## src/rtl/pipe_skid_stage_pkg.sv

```systemverilog
// Shared constants for the elastic ID->EXE pipeline stage, including the
// control-bundle bit layout so every stage packs and unpacks it identically.
package pipe_skid_stage_pkg;

  localparam int PIPE_CTRL_LEN  = 8;
  localparam int PIPE_DATA_LEN  = 128;
  localparam int PIPE_DEPTH_MAX = 2;
  localparam int PIPE_CNT_LEN   = 16;

  localparam int CTRL_WB_EN = 0;
  localparam int CTRL_MEM_R = 1;
  localparam int CTRL_MEM_W = 2;
  localparam int CTRL_B     = 3;
  localparam int CTRL_S     = 4;
  localparam int CTRL_IMM   = 5;

  typedef enum logic [1:0] {
    OCC_EMPTY = 2'd0,
    OCC_ONE   = 2'd1,
    OCC_FULL  = 2'd2
  } occ_e;

endpackage

```

## src/rtl/pipe_skid_stage_if.sv

```systemverilog
// Valid/ready handshake carrying one instruction's control and payload bundles.
interface pipe_skid_stage_if
  import pipe_skid_stage_pkg::*;
#(
  parameter int CTRL_W = PIPE_CTRL_LEN,
  parameter int DATA_W = PIPE_DATA_LEN
);

  logic              valid;
  logic              ready;
  logic [CTRL_W-1:0] ctrl;
  logic [DATA_W-1:0] data;

  modport master (output valid, output ctrl, output data, input ready);
  modport slave  (input valid, input ctrl, input data, output ready);

endinterface

```

## src/rtl/pipe_skid_stage_slot.sv

```systemverilog
// One storage entry of the stage: ctrl+data register with load and a
// ctrl-only clear so killed slots can never write back, access memory or branch.
module pipe_slot
  import pipe_skid_stage_pkg::*;
#(
  parameter int CTRL_W = PIPE_CTRL_LEN,
  parameter int DATA_W = PIPE_DATA_LEN
) (
  input  logic              clk,
  input  logic              rst,
  input  logic              ld,
  input  logic              ctrl_clr,
  input  logic [CTRL_W-1:0] d_ctrl,
  input  logic [DATA_W-1:0] d_data,
  output logic [CTRL_W-1:0] q_ctrl,
  output logic [DATA_W-1:0] q_data
);

  logic [CTRL_W-1:0] ctrl_q, ctrl_d;
  logic [DATA_W-1:0] data_q, data_d;

  // Clear wins over load so a killed entry always ends with zero control.
  always_comb begin
    ctrl_d = ctrl_q;
    data_d = data_q;
    if (ld) begin
      ctrl_d = d_ctrl;
      data_d = d_data;
    end
    if (ctrl_clr) begin
      ctrl_d = '0;
    end
  end

  always_ff @(posedge clk or posedge rst) begin
    if (rst) begin
      ctrl_q <= '0;
      data_q <= '0;
    end else begin
      ctrl_q <= ctrl_d;
      data_q <= data_d;
    end
  end

  assign q_ctrl = ctrl_q;
  assign q_data = data_q;

endmodule

```

## src/rtl/pipe_skid_stage.sv

```systemverilog
// Elastic pipeline register with freeze/flush and an optional skid entry
// that keeps out_ready off the in_ready path; also counts stalled cycles.
module pipe_skid_stage
  import pipe_skid_stage_pkg::*;
#(
  parameter int CTRL_W = PIPE_CTRL_LEN,
  parameter int DATA_W = PIPE_DATA_LEN,
  parameter int DEPTH  = 2,
  parameter int CNT_W  = PIPE_CNT_LEN
) (
  input  logic             clk,
  input  logic             rst,
  input  logic             flush,
  input  logic             freeze,
  input  logic             stall_cnt_clr,
  pipe_skid_stage_if.slave  in_if,
  pipe_skid_stage_if.master out_if,
  output logic [1:0]       occupancy,
  output logic [CNT_W-1:0] stall_cnt
);

  if (DEPTH < 1 || DEPTH > PIPE_DEPTH_MAX) begin : g_bad_depth
    $error("pipe_skid_stage: DEPTH must be 1 or 2");
  end

  localparam logic [CNT_W-1:0] STALL_MAX = '1;

  occ_e              occ_q, occ_d;
  logic [CNT_W-1:0]  stall_q, stall_d;
  logic              in_ready, out_valid, in_fire, out_fire;
  logic              ld0, ld1, clr0, clr1, sel_skid;
  logic [CTRL_W-1:0] head_ctrl, skid_ctrl, head_d_ctrl;
  logic [DATA_W-1:0] head_data, skid_data, head_d_data;

  assign in_ready  = ~freeze & ((DEPTH == 2) ? (occ_q != OCC_FULL)
                                             : ((occ_q == OCC_EMPTY) | out_if.ready));
  assign out_valid = (occ_q != OCC_EMPTY) & ~freeze;
  assign in_fire   = in_if.valid & in_ready;
  assign out_fire  = out_valid & out_if.ready;

  always_ff @(posedge clk or posedge rst) begin
    if (rst) begin
      occ_q   <= OCC_EMPTY;
      stall_q <= '0;
    end else begin
      occ_q   <= occ_d;
      stall_q <= stall_d;
    end
  end

  // Flush drops any same-cycle input but lets a same-cycle output complete.
  always_comb begin
    occ_d    = occ_q;
    ld0      = 1'b0;
    ld1      = 1'b0;
    clr0     = 1'b0;
    clr1     = 1'b0;
    sel_skid = 1'b0;
    if (flush) begin
      occ_d = OCC_EMPTY;
      clr0  = 1'b1;
      clr1  = 1'b1;
    end else begin
      unique case (occ_q)
        OCC_EMPTY: begin
          if (in_fire) begin
            ld0   = 1'b1;
            occ_d = OCC_ONE;
          end
        end
        OCC_ONE: begin
          if (in_fire && out_fire) begin
            ld0 = 1'b1;
          end else if (in_fire) begin
            ld1   = 1'b1;
            occ_d = OCC_FULL;
          end else if (out_fire) begin
            clr0  = 1'b1;
            occ_d = OCC_EMPTY;
          end
        end
        OCC_FULL: begin
          if (out_fire) begin
            ld0      = 1'b1;
            sel_skid = 1'b1;
            clr1     = 1'b1;
            occ_d    = OCC_ONE;
          end
        end
        default: occ_d = OCC_EMPTY;
      endcase
    end
  end

  always_comb begin
    stall_d = stall_q;
    if (stall_cnt_clr) begin
      stall_d = '0;
    end else if ((occ_q != OCC_EMPTY) && (!out_if.ready || freeze) && (stall_q != STALL_MAX)) begin
      stall_d = stall_q + 1'b1;
    end
  end

  assign head_d_ctrl = sel_skid ? skid_ctrl : in_if.ctrl;
  assign head_d_data = sel_skid ? skid_data : in_if.data;

  pipe_slot #(.CTRL_W(CTRL_W), .DATA_W(DATA_W)) u_head (
    .clk      (clk),
    .rst      (rst),
    .ld       (ld0),
    .ctrl_clr (clr0),
    .d_ctrl   (head_d_ctrl),
    .d_data   (head_d_data),
    .q_ctrl   (head_ctrl),
    .q_data   (head_data)
  );

  if (DEPTH == 2) begin : g_skid
    pipe_slot #(.CTRL_W(CTRL_W), .DATA_W(DATA_W)) u_skid (
      .clk      (clk),
      .rst      (rst),
      .ld       (ld1),
      .ctrl_clr (clr1),
      .d_ctrl   (in_if.ctrl),
      .d_data   (in_if.data),
      .q_ctrl   (skid_ctrl),
      .q_data   (skid_data)
    );
  end else begin : g_no_skid
    assign skid_ctrl = '0;
    assign skid_data = '0;
  end

  assign in_if.ready  = in_ready;
  assign out_if.valid = out_valid;
  assign out_if.ctrl  = out_valid ? head_ctrl : '0;
  assign out_if.data  = head_data;
  assign occupancy    = occ_q;
  assign stall_cnt    = stall_q;

endmodule

```

## src/flat_wrapper.sv

```systemverilog
// flat-port wrapper written by rule: the top's interface ports become plain ports
module pipe_skid_stage_flat import pipe_skid_stage_pkg::*;
#(
  parameter int CTRL_W = PIPE_CTRL_LEN,
  parameter int DATA_W = PIPE_DATA_LEN,
  parameter int DEPTH  = 2,
  parameter int CNT_W  = PIPE_CNT_LEN
)
  (clk, rst, flush, freeze, stall_cnt_clr, occupancy, stall_cnt, in_if_valid, in_if_ctrl, in_if_data, in_if_ready, out_if_valid, out_if_ctrl, out_if_data, out_if_ready);
  pipe_skid_stage_if #(.CTRL_W(CTRL_W), .DATA_W(DATA_W)) in_if_i ();
  pipe_skid_stage_if #(.CTRL_W(CTRL_W), .DATA_W(DATA_W)) out_if_i ();
  input  logic clk;
  input  logic rst;
  input  logic flush;
  input  logic freeze;
  input  logic stall_cnt_clr;
  output logic [1:0] occupancy;
  output logic [CNT_W-1:0] stall_cnt;
  input wire logic [$bits(in_if_i.valid)-1:0] in_if_valid;
  input wire logic [$bits(in_if_i.ctrl)-1:0] in_if_ctrl;
  input wire logic [$bits(in_if_i.data)-1:0] in_if_data;
  output wire logic [$bits(in_if_i.ready)-1:0] in_if_ready;
  output wire logic [$bits(out_if_i.valid)-1:0] out_if_valid;
  output wire logic [$bits(out_if_i.ctrl)-1:0] out_if_ctrl;
  output wire logic [$bits(out_if_i.data)-1:0] out_if_data;
  input wire logic [$bits(out_if_i.ready)-1:0] out_if_ready;
  assign in_if_i.valid = in_if_valid;
  assign in_if_i.ctrl = in_if_ctrl;
  assign in_if_i.data = in_if_data;
  assign in_if_ready = in_if_i.ready;
  assign out_if_valid = out_if_i.valid;
  assign out_if_ctrl = out_if_i.ctrl;
  assign out_if_data = out_if_i.data;
  assign out_if_i.ready = out_if_ready;
  pipe_skid_stage #(.CTRL_W(CTRL_W), .DATA_W(DATA_W), .DEPTH(DEPTH), .CNT_W(CNT_W)) u_core (.clk(clk), .rst(rst), .flush(flush), .freeze(freeze), .stall_cnt_clr(stall_cnt_clr), .in_if(in_if_i), .out_if(out_if_i), .occupancy(occupancy), .stall_cnt(stall_cnt));
endmodule
```

## config.mk

```make
export PLATFORM = sky130hd
export DESIGN_NAME = pipe_skid_stage_flat
export DESIGN_NICKNAME = d
export VERILOG_FILES = /design/src/rtl/pipe_skid_stage_pkg.sv /design/src/rtl/pipe_skid_stage_if.sv /design/src/rtl/pipe_skid_stage_slot.sv /design/src/rtl/pipe_skid_stage.sv /design/src/flat_wrapper.sv
export SDC_FILE = /design/constraint.sdc
export NUM_CORES = 1
export LEC_CHECK = 0
export BUFFER_PORTS_ARGS = -buffer_cell sky130_fd_sc_hd__buf_2
export CAP_MARGIN = 20
export CORE_UTILIZATION = 54
export DETAILED_ROUTE_END_ITERATION = 10
export GPL_ROUTABILITY_DRIVEN = 0
export GPL_TIMING_DRIVEN = 0
export PLACE_DENSITY = 0.77
export SYNTH_ARGS = -nofsm -noshare
export SYNTH_HDL_FRONTEND = slang
export SYNTH_SLANG_ARGS = --single-unit
```

## constraint.sdc

```tcl
create_clock -name clk -period 13.6 [get_ports clk]
set_input_delay 2.72 -clock clk [delete_from_list [all_inputs] [get_ports clk]]
set_output_delay 2.72 -clock clk [all_outputs]
set_load 0.005 [all_outputs]
```

## After elaboration in Yosys (flattened, before gate mapping)

Index checks and enable logic that the tools add are counted.

- Register bits: 290
- Latch bits: 0
- Bits in read-only memories: 0
- Bits in writable memories: 0
- Memories kept: 0
- Output and inout port bits: 156

- Multiply operators: 0
- Add/subtract/negate cells: 1
- Divide/modulo/power cells: 0
- Magnitude comparators: 0
- Reduce and logical (&&, ||, !) cells: 11
- Shift-type cells: 0
- Equal/unequal tests: 8
- Multiplexer cells: 31
- Bitwise logic cells: 5

Operator list:

| kind | number |
|---|---|
| 2-to-1 mux 128 bit | 1 |
| 2-to-1 mux 8 bit | 6 |
| 2-to-1 mux 16 bit | 2 |
| adder 16 x 1 -> 16 bit (second input constant) | 1 |
| != test 16 bit (second input constant) | 1 |
| 2-to-1 mux 1 bit | 14 |
| 2-to-1 mux 2 bit | 6 |
| nonzero test 2 bit | 4 |
| != test 3 x 2 -> 1 bit (second input constant) | 2 |
| case mux 2 bit (3 select lines) | 1 |
| AND 1 bit | 4 |
| != test 4 x 2 -> 1 bit (second input constant) | 1 |
| AND reduction 4 bit | 1 |
| logical AND 1 bit | 3 |
| != test 3 bit (second input constant) | 1 |
| case mux 1 bit (3 select lines) | 1 |
| == test 2 x 1 -> 1 bit (second input constant) | 1 |
| == test 2 bit (second input constant) | 1 |
| zero test 2 bit | 1 |
| != test 2 bit (second input constant) | 1 |
| zero test 1 bit | 1 |
| logical OR 1 bit | 1 |
| inverter 1 bit | 1 |

## Logic depth before layout (Yosys ltp)

Gate-level depths: netlist of run 1.

- Word-level depth: 9
- Mapped depth: 9
- Mapped depth without buffers: 5

## Hierarchy

Synthesis of run 1 repeated with hierarchy kept, for this count alone.

- Cells, all modules: 881
- Area total of the unflattened synthesis: 13186.4 µm²

By module, submodules not included:

| module | area an instance (µm²) | seq. area each (µm²) | instances | cells an instance |
|---|---|---|---|---|
| pipe_slot | 5195.0 | 3403.3 | 2 | 297 |
| pipe_skid_stage | 2796.4 | 450.4 | 1 | 287 |

## Worst setup path before layout of run 1

Ideal clock, no wire load.

- Path type: input to output
- From: in freeze
- To: out out_if_ctrl[0]
- Arrival time: 3.323 ns
- Path buffers: 1
- Slack: 7.557 ns
- Stages: 3
- Cells stage by stage: buf_4 -> nor2_1 -> and2_1

- Word-level cells in the longest chain between the ends: 3

Ends and longest elaborated chain:

| element | RTL line | source |
|---|---|---|
| start: declaration | flat_wrapper.sv:15 | `input logic freeze;` |
| inverter 1 bit | pipe_skid_stage.sv:37 | `assign out_valid = (occ_q != OCC_EMPTY) & ~freeze;` |
| AND 1 bit | pipe_skid_stage.sv:37 |  |
| via out_if_valid | flat_wrapper.sv:23 | `output wire logic [$bits(out_if_i.valid)-1:0] out_if_valid;` |
| 2-to-1 mux 8 bit | pipe_skid_stage.sv:136 | `assign out_if.ctrl = out_valid ? head_ctrl : '0;` |
| end: declaration | flat_wrapper.sv:24 | `output wire logic [$bits(out_if_i.ctrl)-1:0] out_if_ctrl;` |

The timed path passes the listed nets, and every way through them passes these cells.

## Worst setup path in the final report of run 1

- From: in freeze
- To: out out_if_ctrl[2]

- Word-level cells in the longest chain between the ends: 3

Ends and longest elaborated chain:

| element | RTL line |
|---|---|
| inverter 1 bit | pipe_skid_stage.sv:37 |
| AND 1 bit | pipe_skid_stage.sv:37 |
| 2-to-1 mux 8 bit | pipe_skid_stage.sv:136 |

Every way passes these cells.

==> run metrics, run 1 <==
run status=completed; CP Launch Type=primary input; commonest non-fill, non-tap cell in the layout=buf_2; die area=23500 sq um; CP endpoint kind=output pin; Layout Skew=around 13 ps; dpl hpwl=~22000 um; CTS buffer count=30; Hold Buf Count CTS=0; Clk pwr share=about 37%; gr usage total=a little over a quarter; CTS Buffer Depth=3; Worst slew margin=approximately 54%; share of layout cells above drive strength 1=roughly 36%; Mean Syn Cell Area=approximately 11 sq um; Max Fanout on Critical Path=10; Seq cells post-synth=just under 300; sequential power share=a little under half; syn nets=approximately 1300; Initial Utilization=~56%; Crit Path Class=primary input to output pin; routed wire length per instance=17.67 um; sw power=~580 uW; fin crit period=6421 ps; IO Pins=around 300; drt drc=0; Mapped Area=~12000 sq um; vias in the first global route=about 9800; hold slack final=between 500 and 600 ps; Post-layout nets=between 1500 and 2000; final setup margin=slightly above 7000 ps; sequential area share after synthesis=between 50% and 60%; number of synthesized flops with an enable pin=0; DIE WIDTH=approximately 150 um; Fill cells=between 1500 and 2000; worst IR drop on VDD=slightly above 0.1 mV; worst min path class=flip-flop to flip-flop; RSZ-0062 raised after global routing=no; largest net degree at the start of global routing=between 100 and 150; fraction of registers with async set/reset=100.0%; initial antenna violation count=8; fin. max-slew vios=0; worst-skew pair later-pin latency=between 500 and 600 ps; Post-CTS Resized=0; Slew @ Worst Pin=about 700 ps; root buffer cell=clkbuf_16; GRT Residual Overflow=0; DR iter-0 viols=542; DRT Pass-1 Iters=5; first-pass GRT wire length=approximately 51000 um; core area=about 22000 sq um; Post-CTS Setup Inserts=0; Max Clk Rate=155.7 MHz; commonest cells after routing, fill and taps aside=buf_2 (347), dfrtp_1 (290), nand2_1 (275); Cell Rows=54; Die H=~150 um; power density cells=roughly 150 nW/um^2; Port Buf Inserts=between 200 and 300; CTS tree=built; crit path DAT=roughly 3700 ps; Internal Dissipation=~1700 uW; Final Hold Fails=0; via/cell ratio=~5.6; clk slew on worst S/H paths=60 ps; DRT antenna net count=0; Most used DFF post-synth=dfrtp_1; power share of the combinational group=roughly 15%; # H-tree levels=1; setup violators final=0; CTS Sinks=290; switch share=about a quarter; pre-CTS setup slack=~7200 ps; synth warn=0; Leak=0.007423 uW; Critical Path RT=between 10000 and 15000 ps; Synth-to-Final Area Change=23.76%; Max-cap violations=0; Total Wirelength=roughly 32000 um; via count=10070; Tcrit/Tclk final=a little under half; count of cell types in the netlist=45; Syn Inst Count=around 1200
==> final timing paths <==
kind / startpoint / end / slack, ps / depth (start not counted)
max in group asynchronous: rst / u_core.u_head.q_data[2] / 10500 / 3
hold / removal: u_core.g_skid.u_skid.q_data[59] / u_core.g_skid.u_skid.q_data[59] / 510 / 1
setup reg to reg: u_core.occupancy[1] / u_core.g_skid.u_skid.q_data[0] / 11270 / 6
min in group asynchronous: rst / u_core.g_skid.u_skid.q_data[39] / 2150 / 2
setup / recovery: freeze / out_if_ctrl[2] / 7180 / 4
hold reg to reg: u_core.g_skid.u_skid.q_data[59] / u_core.g_skid.u_skid.q_data[59] / 510 / 1
==> cell usage after synthesis, types with 3 or more instances <==
| library cell | instances | area, sq um |
|---|---|---|
| buf_2 | 52 | 260.3 |
| or4_1 | 7 | 52.55 |
| nor2b_1 | 3 | 18.77 |
| o31ai_1 | 6 | 45.04 |
| clkbuf_1 | 11 | 41.29 |
| nand3_1 | 6 | 30.03 |
| buf_6 | 5 | 56.30 |
| dfrtp_1 | 290 | 7257 |
| o21ai_0 | 6 | 30.03 |
| buf_4 | 11 | 82.58 |
| nor3_1 | 4 | 20.02 |
| a21oi_1 | 17 | 85.08 |
| nor2_1 | 144 | 540.5 |
| buf_1 | 6 | 22.52 |
| a311oi_1 | 8 | 70.07 |
| nand2_1 | 275 | 1032 |
| and3_1 | 3 | 18.77 |
| nand4_1 | 4 | 25.02 |
| or3_1 | 5 | 31.28 |
| and2_1 | 8 | 50.05 |
| mux2_2 | 130 | 1464 |
| a22o_1 | 8 | 70.07 |
| a31oi_1 | 130 | 813.3 |
==> worst max-delay path: stages <==
cell	delay (ps)
buf_4	150
nor2_1	470
and2_1	230
buf_2	140
==> routing by layer <==
metal | share of wire [%] | vias to the layer above | wire [um] | track usage (%)
li1 | - | 4712 | - | -
met1 | 41 | 4924 | 13180 | 35.92
met2 | 47 | 365 | 15150 | 44.18
met3 | 7.8 | 68 | 2475 | 6.805
met4 | 3.5 | 4 | 1102 | 10.58
met5 | 0.072 | - | 23 | 0
==> sequential cells by signal (all words and copies together), names as in the netlist <==
register                     count
u_core.occupancy                 2
u_core.u_head.q_ctrl             8
u_core.g_skid.u_skid.q_ctrl      8
u_core.u_head.q_data           128
u_core.stall_cnt                16
u_core.g_skid.u_skid.q_data    128
==> cell type report <==
cell class	instances	area (sq um)	share of cell area, %
inverters	2	15.01	0.09815
multi-input cells	791	4633	30.29
diodes	6	15.01	0.09815
plain buffers	85	462.9	3.026
well taps	280	350.3	2.290
clock buffers	44	894.6	5.848
repair buffers	297	1531	10.01
clock inverters	12	137.6	0.8997
flip-flops and latches	290	7257	47.44
==> power groups by stage <==
| stage | clock, uW | combinational, uW | sequential, uW |
|---|---|---|---|
| 6_report | 845 | 341 | 1090 |
| 5_1_grt | 892 | 378 | 1110 |
| 4_1_cts | 858 | 344 | 1090 |
| 3_5_place_dp | 0 | 342 | 1110 |
| 3_3_place_gp | 0 | 330 | 1100 |
| 2_1_floorplan | 0 | 178 | 1100 |
==> logic make-up after synthesis <==
logic type | synth area share, %
flops | 58.71
buf+inv | 3.806
mux | 11.92
simple gates | 15.81
xor+xnor | 0.07087
compound gates | 9.576
fa+ha+maj | 0.1012
==> stage by stage <==
step,util (%),setup TNS (ps),total power [uW],instances,area [sq um]
after floorplan,-,0,1279,1168,12360
after global placement,64.02,-58370,1428,1743,14190
after detailed placement,64.30,0,1448,1745,14250
after CTS,68.96,0,2293,1801,15280
after global routing,69.02,0,2380,1806,15290
final,69.03,0,2278,1807,15300
Power figures use the tool's default switching activity.
==> inputs of run 2 (changes only) <==
Clock period 13.6 ns to 6.1 ns, I/O delays scaled along.
==> run 2 against run 1 <==
Clock-buffer cell count up 2. Utilization grew 0.49 points. Non-clock buffer count up 5. Sequential cell count unchanged. Worst setup slack worse by 4500 ps. Sequential share of layout area down 0.33 points. Design area increased by 0.70%. Combinational power is 120% higher. Global-route usage up 0.42 points. Clock power grew 120%. Routed wire length increased by 1.2%. Total power rose by 120%.
==> run metrics, run 2 (synthesis gave the netlist of run 1 again) <==
via count=10140 (was 10070); WP buf/inv=2 (unchanged); worst-skew pair later-pin latency=550 ps (about the same); commonest cells after routing, fill and taps aside=buf_2 (347), dfrtp_1 (290), nand2_1 (275) (unchanged); Max Fanout on Critical Path=10 (unchanged); share of layout cells above drive strength 1=36.52% (was 36.16%); setup slack, reg-to-reg=3750 ps (was 11270 ps); fin crit period=roughly 3400 ps; # H-tree levels=1 (unchanged); Worst R2R Path Depth=6 (unchanged); RSZ-0062 raised after global routing=no (unchanged); Hold Path Cell Cnt=1 (unchanged); Final Hold Fails=0 (unchanged); setup violators final=0 (unchanged); max incr delay on CP=470 ps (about the same); run status=completed (unchanged); worst IR drop on VDD=0.2131 mV (was 0.1039 mV); Layout Skew=10.34 ps (was 13.17 ps); Port Buf Inserts=295 (unchanged); GR Util met2=44.99% (was 44.18%); clk slew on worst S/H paths=60 ps (about the same); Critical-path top delay cell=nor2_1 (unchanged); Slew @ Worst Pin=618.7 ps (was 693.3 ps); fin cells=1813 (was 1807); CTS Sinks=290 (unchanged); GRT Residual Overflow=0 (unchanged); Post-CTS Setup Inserts=0 (unchanged); routed wire length per instance=17.83 um (was 17.67 um); Hold Buf Count CTS=0 (unchanged); Leak=0.007469 uW (was 0.007423 uW); DIE WIDTH=153.3 um (unchanged); via/cell ratio=5.592 (was 5.574); CP Launch Type=primary input (unchanged); met3 Use GR=7.542% (was 6.805%); Tcrit/Tclk final=56.10%; Fin Setup TNS=0 ps (unchanged); CP endpoint kind=output pin (unchanged); final setup margin=2678 ps (was 7179 ps); Max-cap violations=0 (unchanged); IO Pins=299 (unchanged); hold slack final=505.1 ps (was 506.8 ps); delay-heaviest family, CP=simple AND/OR/NAND/NOR gates (unchanged); largest net degree at the start of global routing=44 (was 133); commonest non-fill, non-tap cell in the layout=buf_2 (unchanged); area occupied by multi-input gates=4633 sq um (unchanged); Worst slew margin=58.41% (was 53.78%); core area=22160 sq um (unchanged); worst min path class=flip-flop to flip-flop (unchanged); first-pass GRT wire length=52210 um (was 51460 um); fin. max-slew vios=0 (unchanged); reg-to-reg endpoint=u_core.g_skid.u_skid.q_data[0] (unchanged); CP Launch Point=freeze (unchanged); initial antenna violation count=9 (was 8); Critical Path RT=4880 ps (was 10880 ps); Total Wirelength=32330 um (was 31930 um); dpl hpwl=22590 um (was 22010 um); pre-CTS setup slack=2644 ps (was 7171 ps); CTS tree=built (unchanged); cell count along the critical path=4 (unchanged); CTS Buffer Depth=3 (unchanged); Post-layout nets=1646 (was 1641); Max Clk Rate=about 300 MHz; GR peak layer=met2 (unchanged); sequential cell area=7257 sq um (unchanged); Die H=153.3 um (unchanged); power density cells=331.5 nW/um^2 (was 148.9 nW/um^2); Fill cells=1665 (was 1702); vias in the first global route=9977 (was 9832); Post-CTS Resized=0 (unchanged); Crit Path Class=primary input to output pin (unchanged); Initial Utilization=55.78% (unchanged); die area=23500 sq um (unchanged); gr usage total=27.87% (was 27.45%); crit path capture=out_if_ctrl[1] (was out_if_ctrl[2]); CTS buffer count=30 (unchanged); DRT antenna net count=0 (unchanged); crit-path cells=buf_4 -> nor2_1 -> and2_1 -> buf_2 (unchanged); drt drc=0 (unchanged); Placed Cells=1750 (was 1745); root buffer cell=clkbuf_16 (unchanged); Cell Rows=54 (unchanged); crit path DAT=2200 ps (was 3700 ps); DRT Pass-1 Iters=5 (unchanged); Synth-to-Final Area Change=24.63% (was 23.76%); Reg-to-Reg Start=u_core.occupancy[1] (unchanged); met1 Resource Use GR=36.36% (was 35.92%); DR iter-0 viols=648 (was 542)
## run 2: worst reg2reg max path, stage by stage, from the launching register on
cell,delay [ps]
dfrtp_1,420
nand4bb_1,240
nor3_1,150
buf_2,340
buf_2,380
buf_2,330
mux2_2,360
## run 2: report_power, final
group / switching [uW] / internal [uW] / leakage [uW]
clock network: 752 / 1150 / 0.000524
registers: 177 / 2260 / 0.00356
logic: 370 / 396 / 0.00338
total: 1300 / 3810 / 0.00747
## run 2: layout make-up
class,instances,area share [%]
antenna,8,0.1300
buffer,85,3.005
clock buffer,46,6.181
clock inverter,9,0.6579
inverter,2,0.07310
multi-input combinational,791,30.08
sequential,290,47.11
tap,280,2.274
timing repair buffer,302,10.49
## run 2: per-layer routing
layer	part of all wire, %	wire, um
met5	0.080	26
met4	3.1	992
met3	7.8	2510
met2	48	15390
met1	41	13410
## run 2: worst min path at each step
stage / from / endpoint / slack, ps
2_1_floorplan: u_core.g_skid.u_skid.q_ctrl[0] / u_core.g_skid.u_skid.q_ctrl[0] / 470
3_3_place_gp: u_core.g_skid.u_skid.q_ctrl[3] / u_core.g_skid.u_skid.q_ctrl[3] / 480
3_5_place_dp: u_core.g_skid.u_skid.q_ctrl[1] / u_core.g_skid.u_skid.q_ctrl[1] / 480
4_1_cts: u_core.g_skid.u_skid.q_ctrl[1] / u_core.g_skid.u_skid.q_ctrl[1] / 500
5_1_grt: u_core.g_skid.u_skid.q_ctrl[1] / u_core.g_skid.u_skid.q_ctrl[1] / 510
6_report: u_core.g_skid.u_skid.q_ctrl[1] / u_core.g_skid.u_skid.q_ctrl[1] / 510
## run 2: stage by stage
step / instance area (sq um) / util (%) / total power [uW]
final: 15400 / 69.51 / 5106
after global routing: 15400 / 69.48 / 5335
after CTS: 15380 / 69.42 / 5146
after detailed placement: 14330 / 64.67 / 3236
after global placement: 14190 / 64.04 / 3186
after floorplan: 12360 / - / 2852
